===== src/rtl/rom_fetch_arbiter.sv =====
// Shares one toggle-handshake SDRAM port between main CPU ROM, sound CPU ROM and
// the ROM download stream. Each CPU keeps a single-word tag cache.
module rom_fetch_arbiter #(
  parameter int              AW        = 23,
  parameter logic [AW-1:0]   MAIN_BASE = '0,
  parameter logic [AW-1:0]   SND_BASE  = AW'(23'h4000)
) (
  input  logic          clk_sys,
  input  logic          reset,
  input  logic          dl_active,
  input  logic          dl_wr,
  input  logic [24:0]   dl_addr,
  input  logic [7:0]    dl_data,
  input  logic [13:0]   main_addr,
  output logic [15:0]   main_q,
  output logic          main_ready,
  input  logic [11:0]   snd_addr,
  output logic [15:0]   snd_q,
  output logic          snd_ready,
  output logic          mem_req,
  input  logic          mem_ack,
  output logic [AW-1:0] mem_a,
  output logic [1:0]    mem_ds,
  output logic          mem_we,
  output logic [15:0]   mem_d,
  input  logic [15:0]   mem_q,
  output logic          dl_overrun
);

  typedef enum logic [1:0] {ST_SYNC, ST_IDLE, ST_WAIT} state_t;
  typedef enum logic [1:0] {G_WR, G_MAIN, G_SND} gnt_t;

  state_t        state_reg, state_next;
  gnt_t          gnt_reg, issue_gnt;
  logic          issue;
  logic          ack_match, done, consume;
  logic          main_miss, snd_miss, pick_snd;
  logic          dl_edge;
  logic [AW-1:0] issue_a;
  logic [13:0]   issue_tag;

  logic          dl_wr_prev_reg;
  logic [22:0]   buf_addr_reg;
  logic          buf_a0_reg;
  logic [7:0]    buf_data_reg;
  logic          dl_pend_reg;
  logic          dl_overrun_reg;
  logic [13:0]   main_tag_reg;
  logic          main_vld_reg;
  logic [15:0]   main_q_reg;
  logic [11:0]   snd_tag_reg;
  logic          snd_vld_reg;
  logic [15:0]   snd_q_reg;
  logic [13:0]   pend_tag_reg;
  logic          last_snd_reg;
  logic          mem_req_reg, mem_we_reg;
  logic [AW-1:0] mem_a_reg;
  logic [1:0]    mem_ds_reg;
  logic [15:0]   mem_d_reg;

  // Byte address bit 24 lies beyond the SDRAM word space.
  logic unused_dl_msb;
  assign unused_dl_msb = dl_addr[24];

  assign main_ready = main_vld_reg & (main_tag_reg == main_addr);
  assign snd_ready  = snd_vld_reg & (snd_tag_reg == snd_addr);
  assign main_q     = main_q_reg;
  assign snd_q      = snd_q_reg;
  assign mem_req    = mem_req_reg;
  assign mem_a      = mem_a_reg;
  assign mem_ds     = mem_ds_reg;
  assign mem_we     = mem_we_reg;
  assign mem_d      = mem_d_reg;
  assign dl_overrun = dl_overrun_reg;

  always_comb begin
    ack_match  = (mem_ack == mem_req_reg);
    main_miss  = ~main_ready & ~dl_active;
    snd_miss   = ~snd_ready & ~dl_active;
    // Sound wins only when alone or when main was served last.
    pick_snd   = snd_miss & (~main_miss | ~last_snd_reg);
    dl_edge    = dl_wr & ~dl_wr_prev_reg;
    done       = (state_reg == ST_WAIT) & ack_match;
    consume    = done & (gnt_reg == G_WR);
    state_next = state_reg;
    issue      = 1'b0;
    issue_gnt  = G_WR;
    case (state_reg)
      ST_SYNC: if (ack_match) state_next = ST_IDLE;
      ST_IDLE: begin
        if (dl_pend_reg) begin
          issue = 1'b1;
        end else if (main_miss | snd_miss) begin
          issue     = 1'b1;
          issue_gnt = pick_snd ? G_SND : G_MAIN;
        end
        if (issue) state_next = ST_WAIT;
      end
      ST_WAIT: if (ack_match) state_next = ST_IDLE;
      default: state_next = ST_SYNC;
    endcase
    issue_a   = (issue_gnt == G_SND) ? SND_BASE + AW'(snd_addr) : MAIN_BASE + AW'(main_addr);
    issue_tag = (issue_gnt == G_SND) ? {2'b00, snd_addr} : main_addr;
  end

  always_ff @(posedge clk_sys or posedge reset) begin
    if (reset) begin
      state_reg      <= ST_SYNC;
      gnt_reg        <= G_WR;
      dl_wr_prev_reg <= 1'b0;
      buf_addr_reg   <= '0;
      buf_a0_reg     <= 1'b0;
      buf_data_reg   <= '0;
      dl_pend_reg    <= 1'b0;
      dl_overrun_reg <= 1'b0;
      main_tag_reg   <= '0;
      main_vld_reg   <= 1'b0;
      main_q_reg     <= '0;
      snd_tag_reg    <= '0;
      snd_vld_reg    <= 1'b0;
      snd_q_reg      <= '0;
      pend_tag_reg   <= '0;
      last_snd_reg   <= 1'b1;
      mem_req_reg    <= 1'b0;
      mem_we_reg     <= 1'b0;
      mem_a_reg      <= '0;
      mem_ds_reg     <= '0;
      mem_d_reg      <= '0;
    end else begin
      state_reg      <= state_next;
      dl_wr_prev_reg <= dl_wr;

      if (consume) dl_pend_reg <= 1'b0;
      if (dl_edge) begin
        if (dl_pend_reg & ~consume) begin
          dl_overrun_reg <= 1'b1;
        end else begin
          buf_addr_reg <= dl_addr[23:1];
          buf_a0_reg   <= dl_addr[0];
          buf_data_reg <= dl_data;
          dl_pend_reg  <= 1'b1;
        end
      end

      if (issue) begin
        gnt_reg      <= issue_gnt;
        mem_req_reg  <= ~mem_req_reg;
        pend_tag_reg <= issue_tag;
        if (issue_gnt == G_WR) begin
          mem_a_reg  <= AW'(buf_addr_reg);
          mem_ds_reg <= {buf_a0_reg, ~buf_a0_reg};
          mem_d_reg  <= {buf_data_reg, buf_data_reg};
          mem_we_reg <= 1'b1;
        end else begin
          mem_a_reg  <= issue_a;
          mem_ds_reg <= 2'b11;
          mem_we_reg <= 1'b0;
        end
      end

      if (done & (gnt_reg == G_MAIN)) begin
        main_q_reg   <= mem_q;
        main_tag_reg <= pend_tag_reg;
        main_vld_reg <= 1'b1;
        last_snd_reg <= 1'b0;
      end
      if (done & (gnt_reg == G_SND)) begin
        snd_q_reg    <= mem_q;
        snd_tag_reg  <= pend_tag_reg[11:0];
        snd_vld_reg  <= 1'b1;
        last_snd_reg <= 1'b1;
      end
      // A download invalidates both caches, including a read finishing right now.
      if (dl_active) begin
        main_vld_reg <= 1'b0;
        snd_vld_reg  <= 1'b0;
      end
    end
  end

endmodule


===== config.mk =====
export PLATFORM = sky130hd
export DESIGN_NAME = rom_fetch_arbiter
export DESIGN_NICKNAME = d
export VERILOG_FILES = /design/src/rtl/rom_fetch_arbiter.sv
export SDC_FILE = /design/constraint.sdc
export NUM_CORES = 1
export LEC_CHECK = 0
export BUFFER_PORTS_ARGS = -buffer_cell sky130_fd_sc_hd__buf_2
export CAP_MARGIN = 30
export CORE_ASPECT_RATIO = 0.6
export CORE_MARGIN = 10
export CORE_UTILIZATION = 33
export CTS_CLUSTER_DIAMETER = 150
export DETAILED_ROUTE_END_ITERATION = 8
export GPL_ROUTABILITY_DRIVEN = 0
export SETUP_SLACK_MARGIN = 0.05
export SYNTH_ARGS = -nofsm -noshare
export SYNTH_HDL_FRONTEND = slang
export SYNTH_SLANG_ARGS = --single-unit

===== constraint.sdc =====
create_clock -name clk_sys -period 5.5 [get_ports clk_sys]
set_input_delay 0 -clock clk_sys [delete_from_list [all_inputs] [get_ports clk_sys]]
set_output_delay 0 -clock clk_sys [all_outputs]
set_load 0.05 [all_outputs]

==> results of run 1 <==
-- final cells by class --
class / count / area [sq um]
Inverter: 17 / 68.82
Fill cell: 1658 / 9676
Sequential cell: 149 / 3730
Timing Repair Buffer: 242 / 1642
Multi-Input combinational cell: 287 / 2265
Tap cell: 240 / 300.3
Clock inverter: 12 / 177.7
Clock buffer: 20 / 446.7
-- worst max-delay path, delay by kind of cell, from the launching register on --
family	cells	cell delay (ns)
flops	1	0.39
xor+xnor	1	0.38
simple gates	2	0.75
mux	1	0.21
buf+inv	2	0.96
compound gates	2	0.41
-- stage by stage --
step / power, uW / setup WS, ns
2_1_floorplan: 3494 / 1.494
3_3_place_gp: 3963 / 2.732
3_5_place_dp: 4052 / 2.663
4_1_cts: 5361 / 2.329
5_1_grt: 5604 / 2.169
6_report: 5309 / 2.276
-- synthesized netlist by cell type (3+ instances only) --
cell | number | area share, %
o211ai_1 | 12 | 1.4
mux2i_1 | 24 | 3.9
nand2b_1 | 5 | 0.50
nand2_1 | 34 | 2.0
nand4_1 | 10 | 1.0
mux2_2 | 73 | 13
nand3_1 | 35 | 2.8
a32o_1 | 8 | 1.3
buf_1 | 6 | 0.36
buf_4 | 9 | 1.1
clkbuf_1 | 14 | 0.84
inv_1 | 17 | 1.0
o21ai_0 | 28 | 2.2
buf_2 | 3 | 0.24
a21oi_1 | 3 | 0.24
xnor2_1 | 28 | 3.9
dfrtp_1 | 148 | 59
-- metal layers --
layer	GRT usage, %	wire, microns
met1	19.29	8350
met2	22.05	7725
met3	5.862	1726
met4	5.268	274
met5	0	0
-- report_power, final --
| part | switching, uW | internal (uW) |
|---|---|---|
| logic | 1510 | 718 |
| registers | 256 | 1580 |
| clock network | 471 | 771 |
-- logic make-up after synthesis --
| family | Yosys count | share of synthesized area [%] |
|---|---|---|
| XOR/XNOR | 28 | 3.934 |
| AO/OA/AOI/OAI | 64 | 7.186 |
| buffers and inverters | 51 | 3.914 |
| flip-flops | 149 | 59.84 |
| AND/OR/NAND/NOR | 97 | 7.909 |
| multiplexers | 98 | 17.22 |
-- how the worst min path moves through the flow --
stage	slack (ns)	depth (start not counted)	end
finish	0.24	2	dl_wr_prev_reg$_DFF_PP0_
CTS	0.22	2	dl_wr_prev_reg$_DFF_PP0_
detailed placement	0.13	1	dl_wr_prev_reg$_DFF_PP0_
global placement	0.13	1	dl_wr_prev_reg$_DFF_PP0_
floorplan	0.03	0	dl_wr_prev_reg$_DFF_PP0_
global route	0.23	2	dl_wr_prev_reg$_DFF_PP0_
==> implementation parameters, run 1 <==
Parameter                              Value

Logic synthesis
  Mapped Nets ... 567
  Most instantiated flip-flop cell in the synthesis netlist ... dfrtp_1
  Post-synthesis cell area ... 0.006233 sq mm
  Number of enable flip-flop cells after synthesis ... 0
  Number of flip-flops and latches in the synthesized netlist ... 149
  Share of the yosys chip area belonging to registers ... 59.84%
  Count of mapped cells out of synthesis ... 487
  Yosys warning count ... 0
  Async set-or-reset flop fraction in the synthesized netlist ... 100.0%
  Distinct cells, synth ... 41
  Synthesized area per cell ... 12.80 sq um

Timing
  Worst clock skew ... 0.01238 ns
  RSZ-0062 raised after global routing ... false
  Final Cycle Share ... 58.62%
  Setup TNS Final ... 0 ns
  Headroom to the max-slew limit ... 39.02%
  Number of slew-limit violations in the final report ... 0
  Final setup viols ... 0
  Worst hold-check slack ... 0.2367 ns
  Transition time at the pin with the least slew margin ... 0.9147 ns
  Final worst path period need ... 3.224 ns
  Fmax ... 0.3102 GHz
  Number of failing hold endpoints at the final stage ... 0

Detailed routing
  Average wire length per cell after detail routing ... 18.69 microns
  Number of DRC markers after the initial detailed-route iteration ... 235
  Residual antenna-violating net count after detailed routing ... 0
  DRC violation count after routing ... 0
  DR vias ... 4741
  Wire length reported by the detailed router ... 18080 microns
  Via count normalized by instance count ... 4.903
  First-pass iteration count of the detailed router ... 4

Floorplan
  Number of placed I/O pins ... 158
  Height of the chip ... 126.5 microns
  Cell Rows ... 38
  Placeable core area ... 0.01831 sq mm
  Full die area ... 0.02497 sq mm
  Horizontal extent of the die ... 197.4 microns
  Starting Density ... 34.05%

Min path
  Hold Startpoint ... dl_wr
  Class of the worst hold path ... primary input to register

Clock tree
  Number of hold-repair buffers added at the cts stage ... 78
  Worst-Skew Late Latency ... 0.44 ns
  Number of gates given a new drive strength after cts ... 0
  Number of buffers on the longest clock path ... 2
  Root buf cell ... clkbuf_16
  TritonCTS clock tree ... yes
  CTS H-tree depth ... 4
  Number of buffers added by the clock tree synthesis step ... 17
  Clock slew at reported path FFs ... 0.06 ns
  Clock sink count ... 149
  Post-CTS repair timing setup buffer count ... 0

GRT
  Combined global-route utilization of all metal layers ... 14.86%
  Pin count of the biggest net entering global routing ... 89
  Total global routing overflow ... 0
  Antenna violations before repair ... 0
  Number of global-route vias before repair ... 5286
  First-pass GRT wire length ... 28860 microns

Critical path
  Slowest cell delay on critical path ... 0.62 ns
  Startpoint Class ... register
  Worst setup slack for register-to-register paths ... 2.28 ns
  Arrival time at the worst endpoint ... 3.54 ns
  Worst reg2reg endpoint ... mem_a[9]$_DFFE_PP0N_
  Cell chain of the critical path ... xnor2_1, nand4_1, or4_4, o211ai_2, buf_4, mux2i_1, dlygate4sd3_1, o211ai_1
  Crit. Startpoint ... snd_tag_reg[4]$_DFFE_PP0P_
  Worst-path fanout max ... 9
  Critical path destination ... mem_a[9]$_DFFE_PP0N_
  Worst Setup Path Type ... register to register
  Depth of the most critical reg-to-reg path ... 8
  R2R Path Start ... snd_tag_reg[4]$_DFFE_PP0P_
  Slowest stage cell, crit path ... dlygate4sd3_1
  Critical Path End Type ... register
  Critical path data required time ... 5.81 ns

Cells and area
  Most common cell after layout, fill and taps aside ... buf_2
  Fraction of layout instances using a drive strength above 1 ... 38.24%
  Post-route cell area ... 0.008630 sq mm
  Fin cells ... 967
  Nets@finish ... 794
  Diodes inserted ... 0
  Layout area overhead ... 38.44%
  Commonest cells after routing, fill and taps aside ... buf_2, dfrtp_1, dlygate4sd3_1
  Final standard cell utilization of the core ... 47.14%

Placement
  Dpl hpwl ... 12820 microns
  Placement Cell Area ... 0.007224 sq mm
  Number of placed cells counting well taps ... 857
  Number of buffers inserted by port buffering ... 156

Outcome
  Result of the run ... completed

Power and ir drop
  Worst IR Drop VDD ... 468.0 uV
  Standby leakage power ... 0.004187 uW
  Power Density ... 615.2 mW/mm^2

Job
  Reported max-cap violation count ... 0
Note: power is estimated with default switching activity, not from simulation.
==> run 2, diff against run 1 <==
Clock period 5.5 ns to 3.2 ns, I/O delays scaled along.
==> implementation parameters, run 2 (synthesized netlist as in run 1, its figures left out) <==
Parameter                              Value

Outcome
  Result of the run ... completed

Cells and area
  Fraction of layout instances using a drive strength above 1 ... 38.36%
  Post-route cell area ... 0.008618 sq mm
  Layout area overhead ... 38.26%
  Fillcell total ... 1648
  Most common cell after layout, fill and taps aside ... buf_2
  Nets@finish ... 797
  Commonest cells after routing, fill and taps aside ... buf_2, dfrtp_1, dlygate4sd3_1

GRT
  Number of global-route vias before repair ... 5212
  Antenna violations before repair ... 1
  Total global routing overflow ... 0
  Pin count of the biggest net entering global routing ... 123
  First-pass GRT wire length ... 28920 microns
  Combined global-route utilization of all metal layers ... 14.87%

Power and ir drop
  Power Density ... 1039 mW/mm^2
  Portion of total power attributed to combinational logic ... 43.0%
  Worst IR Drop VDD ... 795.9 uV
  Net switching power of the design ... 3841 uW
  Pint ... 5113 uW
  Sequential cell fraction of total power ... 35.4%
  Share of total power consumed by net switching ... 42.90%
  Standby leakage power ... 0.004187 uW
  Clock network fraction of total power ... 21.6%

Clock tree
  Number of hold-repair buffers added at the cts stage ... 78
  Number of buffers on the longest clock path ... 2
  Clock sink count ... 149
  CTS H-tree depth ... 4
  Post-CTS repair timing setup buffer count ... 0
  Number of buffers added by the clock tree synthesis step ... 17
  TritonCTS clock tree ... yes
  Root buf cell ... clkbuf_16
  Worst-Skew Late Latency ... 0.43 ns
  Number of gates given a new drive strength after cts ... 0
  Clock slew at reported path FFs ... 0.06 ns

Timing
  RSZ-0062 raised after global routing ... false
  Final WS setup ... 0.1478 ns
  Setup TNS Final ... 0 ns
  Number of failing hold endpoints at the final stage ... 0
  Final setup viols ... 0
  Fmax ... 0.3276 GHz
  Final worst path period need ... 3.052 ns
  Worst clock skew ... 0.01258 ns
  Headroom to the max-slew limit ... 37.56%
  Number of slew-limit violations in the final report ... 0
  Final Cycle Share ... 95.38%
  Transition time at the pin with the least slew margin ... 0.9339 ns

Detailed routing
  DRC violation count after routing ... 0
  Residual antenna-violating net count after detailed routing ... 0
  First-pass iteration count of the detailed router ... 6
  Via count normalized by instance count ... 4.864
  Number of DRC markers after the initial detailed-route iteration ... 232
  Average wire length per cell after detail routing ... 18.84 microns
  DR vias ... 4723
  Wire length reported by the detailed router ... 18290 microns

Placement
  Placement Cell Area ... 0.007252 sq mm
  Post-place setup slack ... 0.5482 ns
  Number of buffers inserted by port buffering ... 156
  Dpl hpwl ... 12860 microns

Critical path
  Cell chain of the critical path ... xnor2_1, nand4_1, or4_4, o211ai_2, mux2i_1, dlygate4sd3_1, o211ai_1
  Worst Setup Path Type ... register to register
  Worst-path fanout max ... 11
  Startpoint Class ... register
  Slowest stage cell, crit path ... dlygate4sd3_1
  Slowest cell delay on critical path ... 0.63 ns
  Arrival time at the worst endpoint ... 3.35 ns
  Critical Path End Type ... register
  Critical path data required time ... 3.50 ns

Floorplan
  Number of placed I/O pins ... 158
  Horizontal extent of the die ... 197.4 microns
  Full die area ... 0.02497 sq mm
  Starting Density ... 34.05%
  Cell Rows ... 38
  Placeable core area ... 0.01831 sq mm
  Height of the chip ... 126.5 microns

Job
  Reported max-cap violation count ... 0

Min path
  Class of the worst hold path ... primary input to async pin
run 2: cell count changes in the layout (fill, tap and decap cells not counted), moves of 2 or more:
cell / change
buf_12: +2
clkinv_2: +2
buf_4: +2
clkinvlp_4: -2
inv_6: -2
clkbuf_1: +3
bufinv_16: -2
run 2: cell type report:
class	count	area [sq um]	area share, %
Clock inverter	9	105.1	1.220
Antenna cell	1	2.502	0.02904
Tap cell	240	300.3	3.484
Timing Repair Buffer	245	1682	19.51
Inverter	17	67.56	0.7840
Clock buffer	23	457.9	5.314
Sequential cell	149	3730	43.28
Multi-Input combinational cell	287	2273	26.38
run 2: worst max-delay path: cells and delay by family, from the launching register on:
kind,cells,cell delay [ns]
AO/OA/AOI/OAI,2,0.46
XOR/XNOR,1,0.37
buffers and inverters,1,0.63
flip-flops,1,0.39
multiplexers,1,0.28
AND/OR/NAND/NOR,2,0.79
run 2: final timing paths:
path	from	endpoint	slack (ns)	cells after the start
setup / recovery	snd_tag_reg[11]$_DFFE_PP0P_	mem_a[1]$_DFFE_PP0N_	0.15	7
hold / removal	reset	mem_d[11]$_DFFE_PP0P_	0.20	3
setup reg to reg	snd_tag_reg[11]$_DFFE_PP0P_	mem_a[1]$_DFFE_PP0N_	0.15	7
hold reg to reg	last_snd_reg$_DFFE_PP1P_	last_snd_reg$_DFFE_PP1P_	0.47	2
max in group asynchronous	reset	snd_q[11]$_DFFE_PP0P_	1.96	4
min in group clk_sys	dl_wr	dl_wr_prev_reg$_DFF_PP0_	0.26	2
run 2: per-stage QoR:
step                utilization [%]  hold WS (ns)  total power (uW)  instances
detailed placement            39.62        0.1166              6978        859
finish                        47.08        0.2036              8955        971
global route                  47.08        0.2504              9462        971
global placement              39.51       0.09447              6838        858
CTS                           46.96        0.2094              9031        969
floorplan                         -       0.03143              6007        487
run 2: power by group through the flow:
stage	combinational (uW)	sequential, uW	clock [uW]
2_1_floorplan	1700	4310	0
3_3_place_gp	3700	3140	0
3_5_place_dp	3780	3200	0
4_1_cts	3870	3170	1990
5_1_grt	4110	3280	2080
6_report	3850	3170	1930
run 2: layer usage:
layer | track usage (%) | share of wire, % | vias to the layer above
met5 | 0 | 0 | -
met3 | 6.496 | 10 | 16
li1 | - | - | 2181
met4 | 3.782 | 0.90 | 0
met2 | 22.41 | 44 | 194
met1 | 19.18 | 45 | 2332
==> run 3, diff against run 2 <==
Settings changed: CAP_MARGIN 30 to unset, CORE_ASPECT_RATIO 0.6 to unset.
==> implementation parameters, run 3 (synthesized netlist as in run 1, its figures left out) <==
Parameter                              Value

Outcome
  Result of the run ... completed

Power and ir drop
  Share of total power consumed by net switching ... 42.68%
  Power Density ... 1037 mW/mm^2
  Final Total Pwr ... 8885 uW
  Pint ... 5092 uW
  Standby leakage power ... 0.004169 uW
  Sequential cell fraction of total power ... 35.6%
  Portion of total power attributed to combinational logic ... 42.4%
  Net switching power of the design ... 3792 uW
  Clock network fraction of total power ... 22.1%
  Worst IR Drop VDD ... 632.6 uV

Detailed routing
  Wire length reported by the detailed router ... 17120 microns
  First-pass iteration count of the detailed router ... 4
  Via count normalized by instance count ... 4.797
  Number of DRC markers after the initial detailed-route iteration ... 249
  Average wire length per cell after detail routing ... 17.83 microns
  Residual antenna-violating net count after detailed routing ... 0
  DR vias ... 4605
  DRC violation count after routing ... 0

Clock tree
  Clock slew at reported path FFs ... 0.06 ns
  Root buf cell ... clkbuf_16
  Post-CTS repair timing setup buffer count ... 0
  Number of buffers added by the clock tree synthesis step ... 17
  Number of buffers on the longest clock path ... 2
  TritonCTS clock tree ... yes
  CTS H-tree depth ... 4
  Clock sink count ... 149
  Worst-Skew Late Latency ... 0.42 ns

Job
  Reported max-cap violation count ... 0

Timing
  Final worst path period need ... 2.905 ns
  Final setup viols ... 0
  Fmax ... 0.3443 GHz
  Worst hold-check slack ... 0.01916 ns
  Number of slew-limit violations in the final report ... 0
  Transition time at the pin with the least slew margin ... 1.022 ns
  RSZ-0062 raised after global routing ... false
  Worst clock skew ... 0.01232 ns
  Number of failing hold endpoints at the final stage ... 0
  Headroom to the max-slew limit ... 31.85%
  Setup TNS Final ... 0 ns
  Final Cycle Share ... 90.77%

Min path
  Number of cells on the worst hold path ... 3
  Class of the worst hold path ... primary input to register

Critical path
  Startpoint Class ... register
  Count of buffer and inverter cells on the critical path ... 1
  Worst Setup Path Type ... register to register
  Worst-path fanout max ... 16
  Critical path data required time ... 3.49 ns
  Depth of the most critical reg-to-reg path ... 7
  Slowest cell delay on critical path ... 0.61 ns
  Critical Path End Type ... register
  Slowest stage cell, crit path ... or4_4
  Cell seen most often among critical-path stages ... mux2i_1
  Category of cells accounting for the largest share of critical-path delay ... simple AND/OR/NAND/NOR gates
  Total number of cells along the worst setup path ... 7
  Arrival time at the worst endpoint ... 3.19 ns
  Cell chain of the critical path ... xnor2_1, nand4_1, or4_4, o211ai_4, mux2i_1, dlygate4sd3_1, mux2i_1

Cells and area
  Nets@finish ... 793
  Fin cells ... 960
  Most common cell after layout, fill and taps aside ... buf_2
  Layout area overhead ... 37.49%
  Fillcell total ... 1718
  Diodes inserted ... 0
  Commonest cells after routing, fill and taps aside ... buf_2, dfrtp_1, dlygate4sd3_1
  Fraction of layout instances using a drive strength above 1 ... 38.57%

GRT
  First-pass GRT wire length ... 27410 microns
  Antenna violations before repair ... 0
  Number of global-route vias before repair ... 5082
  Total global routing overflow ... 0
  Pin count of the biggest net entering global routing ... 121
  Combined global-route utilization of all metal layers ... 14.09%

Floorplan
  Full die area ... 0.02479 sq mm
  Starting Density ... 33.44%
  Number of placed I/O pins ... 158
  Horizontal extent of the die ... 157.4 microns
  Placeable core area ... 0.01864 sq mm
  Height of the chip ... 157.4 microns
  Cell Rows ... 50

Placement
  Number of buffers inserted by port buffering ... 156
  Number of placed cells counting well taps ... 851
  Dpl hpwl ... 12110 microns
==> run 3: through the flow <==
stage	util (%)	cell area (sq um)	setup slack (ns)
after floorplan	-	6243	0.4479
after global placement	38.68	7212	0.6557
after detailed placement	38.68	7212	0.6093
after CTS	45.93	8562	0.1347
after global routing	45.97	8571	0.09624
final	45.97	8571	0.2952
==> run 3: power by group through the flow <==
stage	Clock [uW]	Sequential [uW]	Combinational, uW
global placement	0	3130	3660
CTS	2020	3160	3810
detailed placement	0	3190	3730
finish	1960	3160	3760
global route	2120	3260	4040
floorplan	0	4310	1700
==> run 3: worst min-delay path: stages <==
cell and delay, ns:
buf_2 0.11, mux2i_1 0.11, o211ai_1 0.18
==> run 3: cell type report <==
class	count	area (sq um)	area share, %
Timing Repair Buffer	241	1624	18.95
Clock buffer	17	425.4	4.964
Sequential cell	149	3730	43.52
Tap cell	234	292.8	3.416
Multi-Input combinational cell	287	2277	26.57
Clock inverter	15	153.9	1.796
Inverter	17	67.56	0.7883
==> run 3: worst paths after layout <==
kind / to / start / slack [ns]
max: pend_tag_reg[4]$_DFFE_PP0N_ / snd_tag_reg[5]$_DFFE_PP0P_ / 0.30
min: mem_a[4]$_DFFE_PP0N_ / snd_addr[4] / 0.02
max reg2reg: pend_tag_reg[4]$_DFFE_PP0N_ / snd_tag_reg[5]$_DFFE_PP0P_ / 0.30
min reg2reg: last_snd_reg$_DFFE_PP1P_ / last_snd_reg$_DFFE_PP1P_ / 0.47
max in group asynchronous: mem_req$_DFFE_PP0N_ / reset / 1.89
min in group asynchronous: buf_data_reg[4]$_DFFE_PP0P_ / reset / 0.23
==> run 3: metal layers <==
metal | global-route usage (%) | up-vias | part of all wire, %
li1 | - | 2159 | -
met1 | 16.66 | 2307 | 42
met2 | 23.86 | 128 | 50
met3 | 4.722 | 11 | 6.6
met4 | 3.963 | 0 | 0.99
met5 | 0 | - | 0
==> run 3: timing repair <==
item / in CTS / in global routing
endpoints found under the hold margin: 121 / 0
resized for setup: 0 / 1
setup endpoints to repair: 0 / 9
hold buffers: 77 / 0
